`config.mk`:
```
export PLATFORM = sky130hd
export DESIGN_NAME = serial_lane_scheduler
export DESIGN_NICKNAME = d
export VERILOG_FILES = /design/src/rtl/serial_lane_pkg.sv /design/src/rtl/serial_lane_scheduler_rr_arbiter.sv /design/src/rtl/serial_lane_scheduler.sv
export SDC_FILE = /design/constraint.sdc
export NUM_CORES = 1
export LEC_CHECK = 0
export BUFFER_PORTS_ARGS = -buffer_cell sky130_fd_sc_hd__buf_4
export CORE_MARGIN = 1.5
export CORE_UTILIZATION = 42
export DETAILED_ROUTE_END_ITERATION = 12
export PLACE_DENSITY = 0.75
export SLEW_MARGIN = 10
export SYNTH_ARGS = -nofsm -noshare
export SYNTH_HDL_FRONTEND = slang
export SYNTH_HIERARCHICAL = 1
export SYNTH_SLANG_ARGS = --single-unit
```
`constraint.sdc`:
```
create_clock -name clk8f -period 1.9 [get_ports clk8f]
set_input_delay 0.38 -clock clk8f [delete_from_list [all_inputs] [get_ports clk8f]]
set_output_delay 0.38 -clock clk8f [all_outputs]
set_load 0.005 [all_outputs]
```
`src/rtl/serial_lane_pkg.sv`:
```
// Shared constants and types for the serial lane scheduler: word layout, idle word, FSM states.
// Combinational definitions only (no latency, no flow control).
package serial_lane_pkg;
  localparam int DEF_DW    = 8;
  localparam int DEF_FRAME = 8;

  localparam int VALID_BIT = DEF_DW;
  localparam int DATA_MSB  = DEF_DW - 1;

  localparam logic [DEF_DW:0] IDLE_WORD = {1'b0, 8'h00};

  typedef enum logic {SYNC, RUN} state_t;
endpackage

```
`src/rtl/serial_lane_scheduler_rr_arbiter.sv`:
```
// Masked-priority search of N requests starting at ptr; returns one-hot grant and its index.
// Purely combinational (zero latency); never stalls, req_any low means nothing to grant.
module rr_arbiter #(
  parameter int N  = 4,
  parameter int IW = $clog2(N)
) (
  input  logic [N-1:0]  req,
  input  logic [IW-1:0] ptr,
  output logic [N-1:0]  gnt,
  output logic [IW-1:0] gnt_idx,
  output logic          req_any
);
  logic [IW-1:0] idx;

  always_comb begin
    idx     = '0;
    gnt     = '0;
    gnt_idx = '0;
    req_any = 1'b0;
    for (int k = 0; k < N; k++) begin
      idx = IW'((int'(ptr) + k) % N);
      if (!req_any && req[idx]) begin
        req_any = 1'b1;
        gnt_idx = idx;
      end
    end
    if (req_any) gnt[gnt_idx] = 1'b1;
  end
endmodule

```
`src/rtl/serial_lane_scheduler.sv`:
```
// Shares one serializer lane among NREQ FIFOs, one word per FRAME-cycle slot; outputs registered, change at decision edges only.
// Sync period and pause send idle words; LANE_STRICT_PRIO_EN selects fixed priority instead of round-robin.
module serial_lane_scheduler
  import serial_lane_pkg::*;
#(
  parameter int NREQ        = 4,
  parameter int DW          = DEF_DW,
  parameter int FRAME       = DEF_FRAME,
  parameter int SYNC_FRAMES = 4
) (
  input  logic                    clk8f,
  input  logic                    reset,
  input  logic [NREQ-1:0]         fifo_empty,
  input  logic [NREQ*DW-1:0]      fifo_data,
  input  logic                    pause,
  output logic [NREQ-1:0]         fifo_pop,
  output logic [DW:0]             paralelo_out,
  output logic [$clog2(NREQ)-1:0] grant_id,
  output logic                    frame_start,
  output logic                    sync_done
);
  localparam int IW = $clog2(NREQ);
  localparam int FW = $clog2(FRAME);
  localparam int SW = $clog2(SYNC_FRAMES + 1);
  localparam logic [DW:0] IDLE = (DW+1)'(IDLE_WORD);

  state_t          state, state_nxt;
  logic [FW-1:0]   fcnt, fcnt_nxt;
  logic [SW-1:0]   sync_cnt, sync_cnt_nxt;
  logic            decision;
  logic [DW:0]     word_nxt;
  logic [NREQ-1:0] pop_nxt;
  logic [IW-1:0]   gid_nxt;
  logic            sdone_nxt;
  logic [IW-1:0]   arb_ptr;
  logic [NREQ-1:0] gnt;
  logic [IW-1:0]   gnt_idx;
  logic            req_any;

`ifdef LANE_STRICT_PRIO_EN
  assign arb_ptr = '0;
`else
  logic [IW-1:0] rr_ptr, rr_ptr_nxt;
  assign arb_ptr = rr_ptr;
`endif

  rr_arbiter #(.N(NREQ), .IW(IW)) u_arb (
    .req     (~fifo_empty),
    .ptr     (arb_ptr),
    .gnt     (gnt),
    .gnt_idx (gnt_idx),
    .req_any (req_any)
  );

  always_comb begin
    decision     = (fcnt == FW'(FRAME - 1));
    fcnt_nxt     = decision ? '0 : fcnt + FW'(1);
    state_nxt    = state;
    sync_cnt_nxt = sync_cnt;
    word_nxt     = paralelo_out;
    pop_nxt      = '0;
    gid_nxt      = grant_id;
    sdone_nxt    = sync_done;
`ifndef LANE_STRICT_PRIO_EN
    rr_ptr_nxt   = rr_ptr;
`endif
    if (decision) begin
      case (state)
        SYNC: begin
          word_nxt     = IDLE;
          sync_cnt_nxt = sync_cnt + SW'(1);
          if (sync_cnt == SW'(SYNC_FRAMES - 1)) begin
            state_nxt = RUN;
            sdone_nxt = 1'b1;
          end
        end
        RUN: begin
          // Pause or nothing to send: idle slot, arbitration state untouched.
          if (pause || !req_any) begin
            word_nxt = IDLE;
          end else begin
            word_nxt = {1'b1, fifo_data[gnt_idx*DW +: DW]};
            pop_nxt  = gnt;
            gid_nxt  = gnt_idx;
`ifndef LANE_STRICT_PRIO_EN
            rr_ptr_nxt = (gnt_idx == IW'(NREQ - 1)) ? '0 : gnt_idx + IW'(1);
`endif
          end
        end
        default: state_nxt = SYNC;
      endcase
    end
  end

  always_ff @(posedge clk8f) begin
    if (reset) begin
      fcnt         <= FW'(FRAME - 1);
      state        <= SYNC;
      sync_cnt     <= '0;
      paralelo_out <= '0;
      fifo_pop     <= '0;
      grant_id     <= '0;
      frame_start  <= 1'b0;
      sync_done    <= 1'b0;
`ifndef LANE_STRICT_PRIO_EN
      rr_ptr       <= '0;
`endif
    end else begin
      fcnt         <= fcnt_nxt;
      state        <= state_nxt;
      sync_cnt     <= sync_cnt_nxt;
      paralelo_out <= word_nxt;
      fifo_pop     <= pop_nxt;
      grant_id     <= gid_nxt;
      frame_start  <= decision;
      sync_done    <= sdone_nxt;
`ifndef LANE_STRICT_PRIO_EN
      rr_ptr       <= rr_ptr_nxt;
`endif
    end
  end
endmodule

```
* Word level (Yosys, flattened, before mapping)
Index checks and enable logic that the tools add are counted.
** Word-level totals
- Register bits after elaboration :: 26
- Latch bits :: 0
- Bits in writable memories :: 0
- Bits in read-only memories :: 0
- Bits of input ports :: 39
- Output and inout port bits :: 17
- Logic and storage cells :: 67
- Memories :: 0
** Operators by class
- Add/subtract/negate cells :: 6
- Multipliers :: 0
- Div/mod/pow operators :: 0
- $lt $le $gt $ge :: 6
- Equal/unequal tests :: 3
- Shift-type cells :: 1
- Muxes and demuxes :: 24
- Bitwise operators :: 5
- Reductions and logical operators :: 13
** Operators by type and width (count)
- 32-bit by 6-bit variable part select with 8-bit output :: 1
- 9-bit case mux with 2 select lines :: 1
- 2-bit by 3-bit < comparator with 1-bit output (second input constant) :: 5
- 1-bit 2-to-1 mux :: 11
- 2-bit 2-to-1 mux :: 5
- 9-bit 2-to-1 mux :: 1
- 1-bit binary-select mux with 2-bit select :: 4
- 3-bit by 1-bit adder with 3-bit output (second input constant) :: 2
- 3-bit AND reduction :: 2
- 5-bit OR reduction :: 1
- 2-bit by 1-bit adder with 2-bit output (second input constant) :: 2
- 2-bit adder (second input constant) :: 2
- 1-bit logical AND :: 4
- 1-bit logical NOT :: 4
- 1-bit inverter :: 4
- 4-bit inverter :: 1
- 3-bit by 2-bit equality test with 1-bit output (second input constant) :: 1
- 3-bit equality test (second input constant) :: 1
- 3-bit 2-to-1 mux :: 1
- 1-bit demux with 2-bit select :: 1
- 2-bit equality test (second input constant) :: 1
- 2-bit by 1-bit greater-or-equal comparator with 1-bit output (second input constant) :: 1
- 2-bit AND reduction :: 1
- 1-bit logical OR :: 1

* Logic depth before layout (Yosys ltp)
Gate-level depths: netlist of the first run.
- Word-level depth :: 17
- Mapped depth :: 8
- Depth with buffers taken out :: 7

* Hierarchy
Netlist of the first run, hierarchy kept.
** Modules (own cells, without submodules)
- serial_lane_scheduler :: times used 1, cells each 90, area an instance 1128.6 um2, sequential area each 520.5 um2
- rr_arbiter :: times used 1, cells each 32, area an instance 182.7 um2, sequential area each 0.0 um2

* Least setup slack after synthesis of the first run
OpenSTA, ideal clock, no wires.
- Path kind :: in2reg
- Start point :: in fifo_empty[1]
- End point :: reg paralelo_out[0]
- Library setup time :: 117 ps
- Data arrival time :: 1866 ps
- Data required time :: 1783 ps
- Setup slack :: -83 ps
- Cell stages on the path :: 8
- Buffers on the path :: 2
- Cells stage by stage :: inv_1 > buf_2 > nand2b_1 > a21oi_1 > a211oi_2 > buf_6 > mux4_1 > a22o_1
** Between the ends
- Elaborated cells on any way between the ends :: 28
** RTL lines
- start, declared :: line serial_lane_scheduler.sv:13 : input logic [NREQ-1:0] fifo_empty,
- 4-bit inverter (*) :: line serial_lane_scheduler.sv:48 : .req (~fifo_empty),
- 1-bit binary-select mux with 2-bit select :: line serial_lane_scheduler_rr_arbiter.sv:22 : if (!req_any && req[idx]) begin
- 1-bit 2-to-1 mux (not written as such) :: line serial_lane_scheduler_rr_arbiter.sv:22
- 1-bit 2-to-1 mux :: line serial_lane_scheduler_rr_arbiter.sv:22
- 1-bit logical NOT :: line serial_lane_scheduler_rr_arbiter.sv:22
- 1-bit logical AND :: line serial_lane_scheduler_rr_arbiter.sv:22
- 1-bit 2-to-1 mux :: line serial_lane_scheduler_rr_arbiter.sv:22
- 1-bit logical NOT :: line serial_lane_scheduler_rr_arbiter.sv:22
- 1-bit logical AND :: line serial_lane_scheduler_rr_arbiter.sv:22
- 1-bit 2-to-1 mux :: line serial_lane_scheduler_rr_arbiter.sv:22
- 1-bit logical NOT :: line serial_lane_scheduler_rr_arbiter.sv:22
- 1-bit logical AND :: line serial_lane_scheduler_rr_arbiter.sv:22
- 2-bit 2-to-1 mux (*) :: line serial_lane_scheduler_rr_arbiter.sv:22
- net gnt_idx[0] :: line serial_lane_scheduler.sv:37 : logic [IW-1:0] gnt_idx;
- 32-bit by 6-bit variable part select with 8-bit output (*) :: line serial_lane_scheduler.sv:82 : word_nxt = {1'b1, fifo_data[gnt_idx*DW +: DW]};
- 9-bit 2-to-1 mux (*) :: line serial_lane_scheduler.sv:79 : if (pause || !req_any) begin
- 9-bit case mux with 2 select lines (*) :: line serial_lane_scheduler.sv:68 : case (state)
- end signal, assigned :: line serial_lane_scheduler.sv:112 : paralelo_out <= word_nxt;
- end, declared :: line serial_lane_scheduler.sv:17 : output logic [DW:0] paralelo_out,
The timed path passes the listed nets; every way through them passes the cells marked *. The select of a mux whose other input is x is not followed.
A chain may end at the register's enable or synchronous reset.

* Worst setup path after layout of the first run
- Start point :: reg rr_ptr[1], in the netlist arb_ptr[1]
- End point :: reg paralelo_out[2]
** Between the ends
- Elaborated cells on any way between the ends :: 30
** RTL lines
- start, declared :: line serial_lane_scheduler.sv:43 : logic [IW-1:0] rr_ptr, rr_ptr_nxt;
- start signal, assigned :: line serial_lane_scheduler.sv:118 : rr_ptr <= rr_ptr_nxt;
- branches (longest 11 deep; another with 2-bit by 1-bit adder with 2-bit output)
- 2-bit 2-to-1 mux (*) :: line serial_lane_scheduler_rr_arbiter.sv:22
- net gnt_idx[0] :: line serial_lane_scheduler.sv:37
- 32-bit by 6-bit variable part select with 8-bit output (*) :: line serial_lane_scheduler.sv:82
- 9-bit 2-to-1 mux (*) :: line serial_lane_scheduler.sv:79
- 9-bit case mux with 2 select lines (*) :: line serial_lane_scheduler.sv:68
Mark *: on every way through the listed nets, which the timed path passes. The select of a mux whose other input is x is not followed.

==> impl_results.md, run 1 <==
* CTS tree: built
* TNS Setup at 0 ns
* Post-Route WL at 3.38 mm
* First-pass detailed-route iteration total at 4
* Largest area contributor in the netlist: dfxtp_1
* Compound-gate portion of the synthesized area at 15.7%
* CP arrival at 2.10 ns
* Final Hold Viols at 0
* Worst EP required at 2.15 ns
* Worst VDD drop at 0.000368 V
* Initial DRC Count at 59
* Area share of the largest cell type after synthesis at 39.7%
* Cell Chain, Critical Path: buf_4 > a21oi_2 > a211oi_2 > buf_6 > mux4_2 > a22o_1
* Filler cells at 256
* Core Footprint at 3000 um2
* Total power at 0.00116 W
* Ant. Diodes at 0
* Synth cell types at 36
* Largest net degree at the start of global routing at 15
* Synthesized Nets at 166
* Fin nets at 242
* Routed vias/inst at 5.42
* Max Buffers Root-to-Sink at 2
* DR vias at 1,241
* Post-synthesis cell area at 1310 um2
* Sequential Area at 528 um2
* Worst-path fanout max at 5
* Port bufs at 55
* Critical path class: reg2reg
* Chip height at 58.9 um
* Hold Path End: arb_ptr[0]
* CTS Sinks at 26
* Final min period at 1.85 ns
* Synthesis-to-layout area growth at 47.5%
* Die width at 58.9 um
* Layout cells sized above 1 at 51.5%
* Footprint of the multi-input gates at 716 um2
* Worst-Skew Late Latency at 0.33 ns
* Xor/xnor share of the synthesized area at 0.668%
* Slew headroom at 66.8%
* Setup violators final at 0
* Synth top area cells: dfxtp_1, mux4_1, mux4_2
* Clock transition at path regs at 0.14 ns
* Final Max Slew Viols at 0
* Wire length per cell at 14.8 um
* Worst Tran Pin Value at 0.498 ns
* # hold bufs at CTS at 0
* Initial antenna violation count at 0
* Hold Crit Depth at 2
* Overflow after GRT at 0
* Max cap viols at 0
* Root buf cell: clkbuf_4
* Main combinational cell family by area after synthesis: multiplexers
* Simple-gate share of the synthesized area at 14.8%
* Post-synthesis cell count at 122
* FF+latch count, synth at 26
* Status: finished, final reports clean
* Starting Density at 43.7%
* Ys async rst share at 0%
* Crit-path max cell delay at 0.51 ns
* Die area at 3470 um2
* Synthesis Warnings at 6
* Crit end category: flip-flop
* R2R cell count at 6
* FP Rows at 20
* CP Launch Type: flip-flop
* Final period utilization at 97.4%
* Worst path slowest cell: mux4_2
* Final Skew at 0.00427 ns
* Worst flop-to-flop path startpoint: arb_ptr[1]
* GRT Util Overall at 19.5%
* PD cells at 600 nW/um2
* Synth Flop Type: dfxtp_1
* Post-synth EDFFs at 0
* ANT nets after route at 0
* Class of the worst hold path: in2reg
* Flop2flop setup slack at 0.05 ns
* Fmax at 540 MHz
* H-tree Lvls at 1
* First-pass GRT wire length at 5.09 mm
* Setup repair after global routing missed its margin: true
* Vias in the first global route at 1,167
* Critical hold path startpoint: reset
* Post-synthesis sequential area ratio at 39.7%
* Lkg Pwr at 0.965 nW
* Number of I/O pins at 56
* Syn_area_per_cell at 10.7 um2
* HPWL Detailed at 2.50 mm
* Final core occ at 64.4%
* Terminus of the critical flop-to-flop path: paralelo_out[2]
* Mux contribution to synthesized area at 17.9%
* Synthesized-area fraction occupied by adder cells at 4.77%
* GP Congestion at 0.794
* Drt drc at 0
* CTS buffer count at 3
-- sequential cells by signal (all words and copies together) (netlist names) --
signal        count
sync_cnt          3
state             1
arb_ptr           2
grant_id          2
frame_start       1
sync_done         1
paralelo_out      9
fifo_pop          4
fcnt              3
-- cell type report --
type / count / area share [%]
sequential: 26 / 27.3
timing repair buffer: 78 / 30.5
clock buffer: 3 / 1.16
inverter: 10 / 1.94
tap: 33 / 2.13
multi-input combinational: 79 / 37.0
-- cells by family after synthesis --
logic type | after synthesis
multiplexers | 12
adder cells (fa/ha/maj) | 5
AO/OA/AOI/OAI | 28
flip-flops | 26
XOR/XNOR | 1
buffers and inverters | 17
AND/OR/NAND/NOR | 33
-- routing by layer --
metal	wire length, um	track usage [%]	part of all wire (%)	vias up
li1	-	-	-	585
met1	1360	23.4	40	575
met3	307	3.96	9.1	13
met4	79	7.79	2.3	0
met2	1640	34.0	49	68
met5	0	0	0	-
-- cells in the final DEF (no fill, tap or decap) --
master / count
nor2b_1: 1
o211a_1: 1
nand2b_1: 1
a211oi_2: 1
and2_1: 4
a311oi_1: 1
ha_1: 5
a22o_1: 8
nor3_1: 2
a221oi_1: 1
xnor2_1: 1
a21o_1: 2
nand2_1: 3
dfxtp_4: 2
clkbuf_4: 3
a211oi_1: 2
or3_1: 1
dfxtp_1: 24
mux4_2: 8
mux2i_1: 4
buf_4: 77
and2b_1: 1
a21oi_2: 3
or2_2: 1
nand2b_4: 2
a21oi_1: 5
o21bai_1: 1
and4b_1: 1
o21ai_2: 1
inv_1: 10
nor2b_4: 1
o21ai_0: 2
nor2_1: 14
buf_6: 1
nand4b_4: 1
-- cell usage after synthesis (2+ instances only) --
cell type and instances:
dfxtp_1 26, nor2_1 14, inv_1 10, a22o_1 8, a21oi_1 7, ha_1 5
and2_1 4, mux2i_1 4, mux4_1 4, mux4_2 4, buf_4 3, nand2_1 3
a211oi_1 2, a21o_1 2, clkbuf_1 2, nand2b_1 2, nor3_1 2, o21ai_0 2
-- worst max path at each step --
stage | cells past startpoint | slack, ns | endpoint | start
after floorplan | 8 | -0.002 | paralelo_out[0] | fifo_empty[1]
after global placement | 8 | -0.22 | paralelo_out[0] | fifo_empty[0]
after detailed placement | 8 | -0.33 | paralelo_out[6] | fifo_empty[0]
after CTS | 6 | 0.002 | paralelo_out[2] | arb_ptr[0]
after global routing | 6 | -0.04 | paralelo_out[2] | arb_ptr[0]
final | 6 | 0.05 | paralelo_out[2] | arb_ptr[1]
-- report_power, final --
| part | switching [W] | total, W | leakage [nW] | internal (W) |
|---|---|---|---|---|
| Combinational | 0.000136 | 0.000323 | 0.738 | 0.000187 |
| Clock | 0.000168 | 0.000243 | 0.0138 | 0.0000747 |
| Sequential | 0.0000182 | 0.000596 | 0.213 | 0.000578 |
-- metrics by stage --
stage                     std cells  hold WS, ns  instance area [um2]  setup slack [ns]
after floorplan                 122        0.413                 1320          -0.00196
after global placement          222        0.421                 1860            -0.218
after detailed placement        222        0.435                 1860            -0.328
after CTS                       229        0.311                 1930           0.00195
after global routing            229        0.309                 1930           -0.0392
final                           229        0.299                 1930            0.0495
-- worst max-delay path: cells and delay by family, from the launching register on --
| kind | cells | cell delay [ns] |
|---|---|---|
| muxes | 1 | 0.51 |
| DFF | 1 | 0.39 |
| buffers and inverters | 2 | 0.33 |
| AOI/OAI and AO/OA | 3 | 0.53 |
-- timing repair --
item | CTS | global route
gates cloned | 1 | 0
setup endpoints to repair | 9 | 8
buffers inserted | 4 | 0
resized for setup | 12 | 3
pin swaps | 3 | 1
Note: power is estimated with default switching activity, not from simulation.
==> run 2: changes to the inputs <==
--- a/config.mk
+++ b/config.mk
@@ -7,9 +7,10 @@
 export LEC_CHECK = 0
 export BUFFER_PORTS_ARGS = -buffer_cell sky130_fd_sc_hd__buf_4
 export CORE_MARGIN = 1.5
-export CORE_UTILIZATION = 42
+export CORE_UTILIZATION = 44
+export CTS_BUF_LIST = sky130_fd_sc_hd__clkbuf_8
 export DETAILED_ROUTE_END_ITERATION = 12
-export PLACE_DENSITY = 0.75
+export PLACE_DENSITY = 0.78
 export SLEW_MARGIN = 10
 export SYNTH_ARGS = -nofsm -noshare
 export SYNTH_HDL_FRONTEND = slang
==> run 2 against run 1 <==
Worst hold slack better by 0.089 ns. Clock power up 23%. Non-clock buffer count shrank 3. Critical path depth is the same. Fmax rose by 1.2%. Cell area fell by 0.39%. Sequential power about the same. Core utilization up 4.9 points. Combinational power is 5% lower. Sequential share of layout area is 0.088 points lower. Cell count fell by 2.2%. Largest power group unchanged.
==> impl_results.md, run 2 (synthesis results as in run 1) <==
* Status: finished, final reports clean
* Final Max Slew Viols at 0 (unchanged)
* GP Congestion at 0.835 (+5.2%)
* Routed vias/inst at 5.13 (-5.3%)
* Post-Route WL at 3.15 mm (-6.9%)
* Worst flop-to-flop path startpoint: arb_ptr[0]
* Crit end category: flip-flop
* CTS tree: built
* Die area at 3320 um2 (-4.3%)
* Critical path class: reg2reg
* Drt drc at 0 (unchanged)
* Total power at 0.00120 W (+3.6%)
* Initial DRC Count at 32 (-46%)
* H-tree Lvls at 1 (unchanged)
* CTS buffer count at 3 (unchanged)
* R2R cell count at 6 (unchanged)
* Internal power at 0.000900 W (+7.2%)
* Die width at 57.6 um (-2.2%)
* Max cap viols at 0 (unchanged)
* Fmax at 547 MHz (+1.2%)
* Clk pwr share at 24.9% (+4.0 points)
* Root buf cell: clkbuf_8
* Terminus of the critical flop-to-flop path: paralelo_out[0]
* Post-Place Worst Slack at -0.193 ns (+0.135 ns)
* CP startpoint: arb_ptr[0]
* FP Rows at 19 (-5.0%)
* Placed cell areas at 1860 um2 (-0.13%)
* Setup ws final at 0.0713 ns (+0.0218 ns)
* Largest net degree at the start of global routing at 15 (unchanged)
* Synthesis-to-layout area growth at 46.9%
* Max reg flops at 9 (unchanged)
* Setup violators final at 0 (unchanged)
* HPWL Detailed at 2.51 mm (+0.50%)
* Top reg by flops: paralelo_out
* Final period utilization at 96.2% (-1.1 points)
* Vias in the first global route at 1,082 (-7.3%)
* Worst-Skew Late Latency at 0.26 ns (-0.07 ns)
* GRT Util Overall at 19.1% (-0.37 points)
* CP arrival at 1.99 ns (-0.11 ns)
* Initial antenna violation count at 0 (unchanged)
* DR vias at 1,149 (-7.4%)
* Wire length per cell at 14.1 um (-4.9%)
* Clock transition at path regs at 0.08 ns (-0.06 ns)
* Core Footprint at 2780 um2 (-7.4%)
* Fin nets at 239 (-1.2%)
* Ant. Diodes at 0 (unchanged)
* Chip height at 57.6 um (-2.2%)
* Switching share of power at 25.2% (-2.5 points)
* TNS Setup at 0 ns (unchanged)
* Worst-path fanout max at 5 (unchanged)
* Psw at 0.000303 W (-5.8%)
* Commonest non-fill, non-tap cell in the layout: buf_4
* Slew headroom at 67.0% (+0.24 points)
* Setup repair after global routing missed its margin: false
* Most frequent cells in the layout: buf_4, dfxtp_1, nor2_1
* Largest registers: paralelo_out (9), fifo_pop (4)
* Power share of the combinational group at 25.5% (-2.3 points)
* Final Skew at 0.00404 ns (-0.000233 ns)
* CP Launch Type: flip-flop
* PD cells at 624 nW/um2 (+4.0%)
* Worst EP required at 2.06 ns (-0.09 ns)
* Layout cells sized above 1 at 47.7% (-3.9 points)
* Sequential power share at 49.6% (-1.7 points)
* First-pass detailed-route iteration total at 4 (unchanged)
* Final Instance Area at 1930 um2 (-0.39%)
* ANT nets after route at 0 (unchanged)
* Worst Tran Pin Value at 0.494 ns (-0.00358 ns)
* CP endpoint: paralelo_out[0]
* Lkg Pwr at 0.971 nW (+0.65%)
* Max Buffers Root-to-Sink at 2 (unchanged)
* Overflow after GRT at 0 (unchanged)
* Port bufs at 55 (unchanged)
* Final min period at 1.83 ns (-0.0218 ns)
* CTS Sinks at 26 (unchanged)
* Flop2flop setup slack at 0.07 ns (+0.02 ns)
* First-pass GRT wire length at 5.00 mm (-1.8%)
* Worst VDD drop at 0.000505 V (+37%)
* Final Hold Viols at 0 (unchanged)
* Number of I/O pins at 56 (unchanged)
* Starting Density at 47.1% (+3.5 points)
* Final core occ at 69.3% (+4.9 points)
* Class of the worst hold path: in2reg
run 2: changes by cell type in the layout (fill, tap and decap cells not counted), moves of 2 or more:
cell	delta
clkbuf_4	-3
clkbuf_8	+3
mux4_2	-4
mux4_1	+4
buf_4	-2
run 2: worst max-delay path, stage by stage, from the launching register on:
cell	delay, ns
dfxtp_4	0.37
nand2b_4	0.13
o21ai_2	0.06
a211oi_2	0.23
buf_4	0.19
mux4_1	0.55
a22o_1	0.19
run 2: stage by stage:
step / instances / hold WS (ns)
detailed placement: 220 / 0.444
global route: 224 / 0.396
floorplan: 122 / 0.413
finish: 224 / 0.387
global placement: 220 / 0.423
CTS: 224 / 0.380
run 2: what timing repair did:
item,in CTS,in global routing
setup buffers,1,0
gates resized for setup,1,4
hold buffers,0,0
setup endpoints to repair,6,9
pin swaps,0,2
gates cloned,0,0
run 2: worst min path at each step:
| stage | from | end | slack [ns] | cells past startpoint |
|---|---|---|---|---|
| finish | reset | arb_ptr[0] | 0.39 | 2 |
| global route | reset | arb_ptr[0] | 0.40 | 2 |
| CTS | reset | arb_ptr[0] | 0.38 | 2 |
| detailed placement | paralelo_out[8] | paralelo_out[8] | 0.44 | 1 |
| global placement | fcnt[0] | fcnt[0] | 0.42 | 1 |
| floorplan | fcnt[0] | fcnt[0] | 0.41 | 1 |
run 2: layout make-up:
type                            instances  area (um2)
Clock buffer                            3        41.3
Fill cell                             212         855
Inverter                               10        37.5
Multi-Input combinational cell         79         722
Sequential cell                        26         524
Tap cell                               31        38.8
Timing Repair Buffer                   75         563
run 2: routing by layer:
layer / vias up / share of wire [%] / GRT usage, %
li1: 584 / - / -
met3: 2 / 4.3 / 2.72
met4: 0 / 0.60 / 4.98
met2: 31 / 53 / 33.8
met1: 532 / 42 / 24.4
met5: - / 0 / 0
run 2: power by group through the flow:
stage	Combinational (W)	Sequential (W)	Clock, W
finish	0.000306	0.000597	0.000300
global route	0.000341	0.000601	0.000325
CTS	0.000306	0.000599	0.000308
detailed placement	0.000302	0.000612	0
global placement	0.000291	0.000607	0
floorplan	0.000181	0.000607	0
==> run 3: changes to the inputs <==
==> constraint.sdc (replaced) <==
create_clock -name clk8f -period 1.45 [get_ports clk8f]
set_input_delay 0.29 -clock clk8f [delete_from_list [all_inputs] [get_ports clk8f]]
set_output_delay 0.29 -clock clk8f [all_outputs]
set_load 0.005 [all_outputs]
==> run 3 against run 2 <==
The flow now finishes with violations (negative setup slack). Cell count grew 1.8%. Cell area grew 4.4%. Via count grew 7.6%. Register-to-register slack lost 0.44 ns. Wire length grew 8.8%. Fmax grew 0.50%. Clock skew grew 0.0010 ns. Global-route usage grew 2.1 points. Clock power grew 58%. First-iteration DRC count grew 16%. Die area is the same. Largest power group unchanged.
==> impl_results.md, run 3 (synthesis results as in run 1) <==
* Status: finished, violations left
* Failing checks: negative setup slack
* DR vias at 1,236 (+7.6%)
* Final Instance Area at 2010 um2 (+4.4%)
* Chip height at 57.6 um (unchanged)
* Class of the worst hold path: in2reg
* CTS buffer count at 3 (unchanged)
* Post-Route WL at 3.43 mm (+8.8%)
* Crit-path max cell delay at 0.50 ns (-0.05 ns)
* R2R cell count at 6 (unchanged)
* Cell Chain, Critical Path: nand2b_4 > o21ai_2 > a211oi_2 > buf_12 > mux4_2 > a22o_1
* Final Max Slew Viols at 0 (unchanged)
* Worst flop-to-flop path startpoint: arb_ptr[0]
* Flop2flop setup slack at -0.37 ns (-0.44 ns)
* Drt drc at 0 (unchanged)
* Hold Crit Depth at 2 (unchanged)
* HPWL Detailed at 2.66 mm (+5.8%)
* Initial antenna violation count at 0 (unchanged)
* Max reg flops at 9 (unchanged)
* Commonest non-fill, non-tap cell in the layout: buf_4
* Largest registers: paralelo_out (9), fifo_pop (4)
* Die width at 57.6 um (unchanged)
* First-pass GRT wire length at 5.39 mm (+7.9%)
* PD cells at 856 nW/um2 (+37%)
* Synthesis-to-layout area growth at 53.3%
* Die area at 3320 um2 (unchanged)
* Final Hold Viols at 0 (unchanged)
* Terminus of the critical flop-to-flop path: paralelo_out[2]
* First-pass detailed-route iteration total at 4 (unchanged)
* CP Launch Type: flip-flop
* Vias in the first global route at 1,246 (+15%)
* Post-Place Worst Slack at -0.494 ns (-0.300 ns)
* Root buf cell: clkbuf_8
* Worst Tran Pin Value at 0.649 ns (+0.155 ns)
* Port bufs at 55 (unchanged)
* Critical hold path startpoint: reset
* Slew headroom at 56.6% (-10 points)
* Core Footprint at 2780 um2 (unchanged)
* Top reg by flops: paralelo_out
* Critical path class: reg2reg
* Routed vias/inst at 5.42 (+5.7%)
* Clock transition at path regs at 0.09 ns (about the same)
* Starting Density at 47.1% (unchanged)
* Most frequent cells in the layout: buf_4, dfxtp_1, nor2_1
* CTS tree: built
* Final period utilization at 125% (+29 points)
* Final Skew at 0.00505 ns (+0.00101 ns)
* Fmax at 550 MHz (+0.50%)
* Lkg Pwr at 0.983 nW (+1.2%)
* GP Congestion at 0.854 (+2.3%)
* Worst EP required at 1.62 ns (-0.44 ns)
* TNS Setup at -3.27 ns (-3.27 ns)
* CTS Sinks at 26 (unchanged)
* Overflow after GRT at 0 (unchanged)
* Wire length per cell at 15.0 um (+6.9%)
* Final min period at 1.82 ns (-0.00907 ns)
* Worst-path fanout max at 11 (+6)
* Worst VDD drop at 0.000762 V (+51%)
* Hold Path End: arb_ptr[0]
* GRT Util Overall at 21.2% (+2.1 points)
* Footprint of the multi-input gates at 753 um2 (+4.3%)
* Largest net degree at the start of global routing at 15 (unchanged)
* Number of I/O pins at 56 (unchanged)
* Setup repair after global routing missed its margin: true
* Worst path slowest cell: mux4_2
* Crit end category: flip-flop
* Worst-Skew Late Latency at 0.27 ns (about the same)
* Initial DRC Count at 37 (+16%)
* Layout cells sized above 1 at 54.3% (+6.6 points)
* Setup ws final at -0.370 ns (-0.441 ns)
* Fin nets at 242 (+1.3%)
* Max cap viols at 0 (unchanged)
* Filler cells at 200 (-5.7%)
* ANT nets after route at 0 (unchanged)
* FP Rows at 19 (unchanged)
* Placed cell areas at 1900 um2 (+2.0%)
* Ant. Diodes at 0 (unchanged)
* H-tree Lvls at 1 (unchanged)
* CP arrival at 1.99 ns (about the same)
* Sequential Area at 524 um2 (unchanged)
* Max Buffers Root-to-Sink at 2 (unchanged)
* # hold bufs at CTS at 0 (unchanged)
* Setup violators final at 15 (+15)
==> run 3: cell types whose count changed in the layout (fill, tap and decap cells not counted), moves of 2 or more <==
| cell | previous run | this run |
|---|---|---|
| mux4_1 | 4 | 0 |
| dfxtp_1 | 25 | 23 |
| ha_4 | 0 | 2 |
| mux4_2 | 4 | 8 |
| a21oi_1 | 6 | 4 |
| dfxtp_2 | 0 | 3 |
| ha_1 | 5 | 3 |
==> run 3: layout make-up <==
| type | instances | area share (%) |
|---|---|---|
| multi-input cells | 79 | 37.5 |
| inverters | 10 | 1.87 |
| well taps | 31 | 1.93 |
| clock buffers | 4 | 2.74 |
| flip-flops and latches | 26 | 26.1 |
| repair buffers | 78 | 29.9 |
==> run 3: critical path: cells and delay by family (launching register included) <==
family / cells / cell delay, ns
buffers and inverters: 1 / 0.19
DFF: 1 / 0.37
and+or+nand+nor: 1 / 0.14
AOI/OAI and AO/OA: 3 / 0.53
muxes: 1 / 0.50
==> run 3: worst max path at each step <==
stage | start | end | slack, ns | cells after the start
floorplan | fifo_empty[1] | paralelo_out[2] | -0.35 | 8
global placement | fifo_empty[1] | paralelo_out[2] | -0.42 | 8
detailed placement | fifo_empty[0] | paralelo_out[2] | -0.49 | 9
CTS | arb_ptr[0] | paralelo_out[2] | -0.37 | 6
global route | arb_ptr[0] | paralelo_out[2] | -0.44 | 6
finish | arb_ptr[0] | paralelo_out[2] | -0.37 | 6
==> run 3: metal layers <==
layer	track usage (%)	share of wire [%]	vias to the layer above
li1	-	-	585
met3	5.67	9.1	5
met2	39.6	51	55
met5	0	0	-
met1	22.5	38	591
met4	7.64	1.3	0
==> run 3: metrics by stage <==
stage | utilization, % | instances | total power [W] | hold slack (ns)
detailed placement | 68.2 | 223 | 0.00123 | 0.459
finish | 72.3 | 228 | 0.00172 | 0.276
global placement | 68.2 | 223 | 0.00121 | 0.442
CTS | 70.5 | 227 | 0.00170 | 0.284
global route | 72.3 | 228 | 0.00181 | 0.290
floorplan | - | 122 | 0.00105 | 0.357
==> run 3: what timing repair did <==
action                     CTS  global route
setup endpoints to repair   16            18
buffers inserted             0             1
resized for setup            3             9
pin swaps                    1             2
==> run 3: power breakdown <==
part	total [W]	internal, W	switching (W)
combinational	0.000455	0.000273	0.000182
sequential	0.000793	0.000761	0.0000312
clock	0.000473	0.000243	0.000230
